**config.mk**
```make
export PLATFORM = sky130hd
export DESIGN_NAME = demux8_4b_bank
export DESIGN_NICKNAME = d
export VERILOG_FILES = /design/src/rtl/demux8_4b_bank_pkg.sv /design/src/rtl/demux8_4b_bank_dec3to8.sv /design/src/rtl/demux8_4b_bank.sv
export SDC_FILE = /design/constraint.sdc
export NUM_CORES = 1
export LEC_CHECK = 0
export ABC_CLOCK_PERIOD_IN_PS = 5010
export CORE_ASPECT_RATIO = 1.5
export CORE_MARGIN = 2
export CORE_UTILIZATION = 30
export DETAILED_ROUTE_END_ITERATION = 8
export GPL_TIMING_DRIVEN = 0
export PLACE_DENSITY = 0.66
export SYNTH_ARGS = -nofsm -noshare
export SYNTH_HDL_FRONTEND = slang
export SYNTH_SLANG_ARGS = --single-unit
```
**constraint.sdc**
```tcl
create_clock -name clock -period 5.01 [get_ports clock]
set_input_delay 0.501 -clock clock [delete_from_list [all_inputs] [get_ports clock]]
set_output_delay 0.501 -clock clock [all_outputs]
set_load 0.05 [all_outputs]
```
**src/rtl/demux8_4b_bank_pkg.sv**
```systemverilog
// rtl/demux8_4b_bank_pkg.sv - shared sizes and fill-state encoding for the slot bank
package demux8_4b_bank_pkg;

    localparam int SLOTS = 8;
    localparam int WIDTH = 4;
    localparam int PTR_W = 3;

    typedef enum logic [1:0] {
        ST_EMPTY   = 2'd0,
        ST_PARTIAL = 2'd1,
        ST_FULL    = 2'd2
    } fill_state_t;

    // Fill state is a pure function of the valid vector.
    function automatic fill_state_t state_from_valid(input logic [SLOTS-1:0] v);
        if (v == '0) begin
            return ST_EMPTY;
        end else if (&v) begin
            return ST_FULL;
        end else begin
            return ST_PARTIAL;
        end
    endfunction

endpackage

```
**src/rtl/demux8_4b_bank_dec3to8.sv**
```systemverilog
// rtl/demux8_4b_bank_dec3to8.sv - 3-bit index to one-hot 8-bit write enable
module dec3to8
    import demux8_4b_bank_pkg::*;
(
    input  logic [PTR_W-1:0] idx,
    input  logic             en,
    output logic [SLOTS-1:0] onehot
);

    always_comb begin
        onehot = '0;
        if (en) begin
            onehot[idx] = 1'b1;
        end
    end

endmodule

```
**src/rtl/demux8_4b_bank.sv**
```systemverilog
// rtl/demux8_4b_bank.sv - eight 4-bit slots written by explicit select or by a streaming pointer
module demux8_4b_bank
    import demux8_4b_bank_pkg::*;
(
    input  logic             clock,
    input  logic             resetn,
    input  logic [PTR_W-1:0] s,
    input  logic [WIDTH-1:0] d,
    input  logic             load,
    input  logic             stream,
    input  logic             clear,
    output logic [WIDTH-1:0] w0,
    output logic [WIDTH-1:0] w1,
    output logic [WIDTH-1:0] w2,
    output logic [WIDTH-1:0] w3,
    output logic [WIDTH-1:0] w4,
    output logic [WIDTH-1:0] w5,
    output logic [WIDTH-1:0] w6,
    output logic [WIDTH-1:0] w7,
    output logic [SLOTS-1:0] valid,
    output logic [PTR_W-1:0] ptr,
    output logic             ready,
    output logic             empty,
    output logic             full
);

    logic [WIDTH-1:0] slot_q [SLOTS];
    logic [SLOTS-1:0] valid_q;
    logic [SLOTS-1:0] valid_nxt;
    logic [PTR_W-1:0] ptr_q;
    logic [PTR_W-1:0] ptr_nxt;
    fill_state_t      state_q;
    fill_state_t      state_nxt;

    logic             stream_go;
    logic             wr_en;
    logic [PTR_W-1:0] wr_idx;
    logic [SLOTS-1:0] wr_onehot;

    // Load outranks Stream; a dropped Stream must not move the pointer.
    assign stream_go = stream && !load && ready && !clear;
    assign wr_en     = !clear && (load || stream_go);
    assign wr_idx    = load ? s : ptr_q;

    dec3to8 u_dec (
        .idx    (wr_idx),
        .en     (wr_en),
        .onehot (wr_onehot)
    );

    always_comb begin
        valid_nxt = valid_q;
        ptr_nxt   = ptr_q;
        if (clear) begin
            valid_nxt = '0;
            ptr_nxt   = '0;
        end else begin
            valid_nxt = valid_q | wr_onehot;
            if (stream_go) begin
                ptr_nxt = ptr_q + 1'b1;
            end
        end
    end

    always_ff @(posedge clock) begin
        if (!resetn || clear) begin
            for (int i = 0; i < SLOTS; i++) begin
                slot_q[i] <= '0;
            end
        end else begin
            for (int i = 0; i < SLOTS; i++) begin
                if (wr_onehot[i]) begin
                    slot_q[i] <= d;
                end
            end
        end
    end

    always_ff @(posedge clock) begin
        if (!resetn) begin
            valid_q <= '0;
            ptr_q   <= '0;
        end else begin
            valid_q <= valid_nxt;
            ptr_q   <= ptr_nxt;
        end
    end

    always_ff @(posedge clock) begin
        if (!resetn) begin
            state_q <= ST_EMPTY;
        end else begin
            state_q <= state_nxt;
        end
    end

    // Derived from the post-edge valid vector, so FULL can only be left via Clear.
    always_comb begin
        state_nxt = state_from_valid(valid_nxt);
    end

    always_comb begin
        empty = 1'b0;
        full  = 1'b0;
        case (state_q)
            ST_EMPTY: empty = 1'b1;
            ST_FULL:  full  = 1'b1;
            default: ;
        endcase
        ready = !full;
    end

    assign valid = valid_q;
    assign ptr   = ptr_q;
    assign w0    = slot_q[0];
    assign w1    = slot_q[1];
    assign w2    = slot_q[2];
    assign w3    = slot_q[3];
    assign w4    = slot_q[4];
    assign w5    = slot_q[5];
    assign w6    = slot_q[6];
    assign w7    = slot_q[7];

endmodule

```
==> reports/results.ini <==
[layout]
layout.nets=237
layout.area.seq_um2=1221
finish.instance_area_um2=2608
insertedDiodeCount=0
final_layout_size_suffix_gt1_share_pct=9.333
fillCellCount=614
multi_input_area_um2=555.5
area_growth_syn_to_layout_pct=40.15

[place]
preCtsSetupSlack_ns=2.623
dpl.hpwl_mm=3.111
routabilityCongestion=0.8574
place_area_um2=2514
buffer_ports.inserted=56

[synthesis]
synth-seq-area-share_pct=65.64
post-synth-top-count-cell=nor2_1
synth_cell_type_count=36
synth_flop_cell=edfxtp_1
synth_top_area_share_pct=51.65
ys_ff_latch=45
synth_cells=161
synth.largest_area_cell=edfxtp_1
yosys-top-cells-count=nor2_1, edfxtp_1, nand2_1, dfxtp_1, inv_1
yosys_warnings=0
syn_area_um2=1861
synth.avg_cell_area_um2=11.56
synth-edff-count=32
syn-num-nets=174
postSynth.asyncResetShare_pct=0
synthTopCellsByArea=edfxtp_1, dfxtp_1, nor2_1

[run_status]
run_status=completed

[timing]
worst_slack_ns=2.811
timing_hold_violations_final=0
finalWorstPathRequiredPeriod_ns=2.199
grt_setup_unrepaired=no
achievable-frequency_mhz=454.7
timing.final.crit_share_pct=43.90
maxSlewHeadroom_pct=54.23
drv_slew=0
timing.setup.tns_ns=0
fin_worst_skew_ns=0.005212
timing_worst_slew_pin_value_ns=0.6844
final_setup_vio_count=0
final.hold.worst_slack_ns=0.5029

[clock_network]
clkSlewWorstSetupHoldPaths_ns=0.09
numClockSinks=45
post_cts_hold_buffer_count=0
clock_insertion_delay_worst_skew_ns=0.30
cts.repair.resized=0
cts_setup_buffers=0
htree_levels=2
clockBufferDepth=2
cts_made_buffers=5
cts.root.buffer_cell=clkbuf_8
tritoncts=done

[critical_path]
worst_path_largest_cell_delay_ns=0.79
end_kind=output pin
worst-setup-path-type=reg2out
critical_path.cell_chain=nand2b_1, inv_1, clkdlybuf4s50_1
peak_fanout_along_the_critical_path=5
critical_path.startpoint_type=flip-flop
cp.arrival_ns=1.70
slowest_stage=clkdlybuf4s50_1
required_ns=4.51

[power_and_ir_drop]
vdd.ir_drop.worst_uv=113.9
leakagePower_nw=0.9584
power_density_nw_per_um2=297.9

[floorplan]
die_height_um=100.5
core_um2=6087
design.portCount=58
die_width_um=68.30
num_rows=35
initial_utilization_pct=30.57
area_of_the_die_um2=6861

[run]
maxCapViolCount=0

[grt]
grt_start_max_net_pins=17
grt_antenna_before_repair=0
gr-total-overflow=0
grt_first_pass_wirelength_mm=6.658
total_global_route_track_usage_pct=13.15
first_global_vias=1330

[drt]
detailroute.via_count=1419
routed_via_density=4.746
detail-route-antenna-nets=0
first_pass_iteration_count_of_the_detailed_router=5
starting_drc_count_in_detailed_routing=83
route.detailed.wl_per_inst_um=13.64
drc=0
finalWirelength_mm=4.078

[hold_path]
hold_path.class=reg2reg

## state kept, by name, summed over array words and instances, names as in the netlist
register	flops
slot_q	32
valid	8
state_q	2
ptr	3
## critical path: cells and delay by family, from the launching register on
family,cells,cell delay [ns]
AND/OR/NAND/NOR,1,0.21
flip-flops,1,0.32
buffers and inverters,2,0.87
## cell usage in the layout, fill, tap and decap left out, drive strengths merged, types with 2 or more instances in the layout
| master | count |
|---|---|
| clkdlybuf4s50 | 56 |
| o32ai | 4 |
| and2 | 2 |
| nor4 | 2 |
| nand2b | 3 |
| nand4 | 4 |
| edfxtp | 32 |
| clkbuf | 7 |
| dfxtp | 13 |
| buf | 3 |
| a21oi | 5 |
| nand3 | 6 |
| a31oi | 2 |
| mux2i | 2 |
| nand2 | 19 |
| inv | 14 |
| nor2 | 35 |
## cell type report
type	instances	share of cell area (%)
Tap cell	74	3.551
Sequential cell	45	46.83
Clock inverter	3	0.9597
Clock buffer	5	2.639
Timing Repair Buffer	56	21.50
Buffer	5	1.344
Multi-Input combinational cell	98	21.31
Inverter	13	1.871
## worst paths after layout
| kind | startpoint | endpoint | slack (ns) | cells after the start |
|---|---|---|---|---|
| max reg2reg | ptr[1] | state_q[0] | 3.05 | 4 |
| max | state_q[0] | full | 2.81 | 3 |
| min | valid[4] | valid[4] | 0.50 | 2 |
| min reg2reg | valid[4] | valid[4] | 0.50 | 2 |
## metal layers
layer / global-route usage (%) / vias to the layer above / part of all wire (%)
li1: - / 691 / -
met1: 15.98 / 674 / 40
met2: 22.03 / 50 / 53
met3: 2.793 / 4 / 5.2
met4: 5.538 / 0 / 1.3
met5: 0 / - / 0
## power by group
group	total (mW)	internal, mW	leakage [nW]	switching (mW)
Sequential	0.418	0.413	0.462	0.00500
Clock	0.230	0.101	0.0447	0.129
Combinational	0.129	0.0414	0.452	0.0878
## cells by family after synthesis
family / count (synthesis) / share of synthesized area (%)
simple gates: 76 / 19.03
fa+ha+maj: 1 / 0.6724
flops: 45 / 65.64
mux: 2 / 1.076
xor+xnor: 2 / 0.9417
compound gates: 17 / 8.137
buf+inv: 18 / 4.506
## through the flow
step                      power (mW)  instances  utilization [%]
after floorplan               0.5094        161                -
after global placement        0.5555        291            41.30
after detailed placement      0.5564        291            41.30
after CTS                     0.7857        299            42.84
after global routing          0.8090        299            42.84
final                         0.7767        299            42.84
Note: power is estimated with default switching activity, not from simulation.
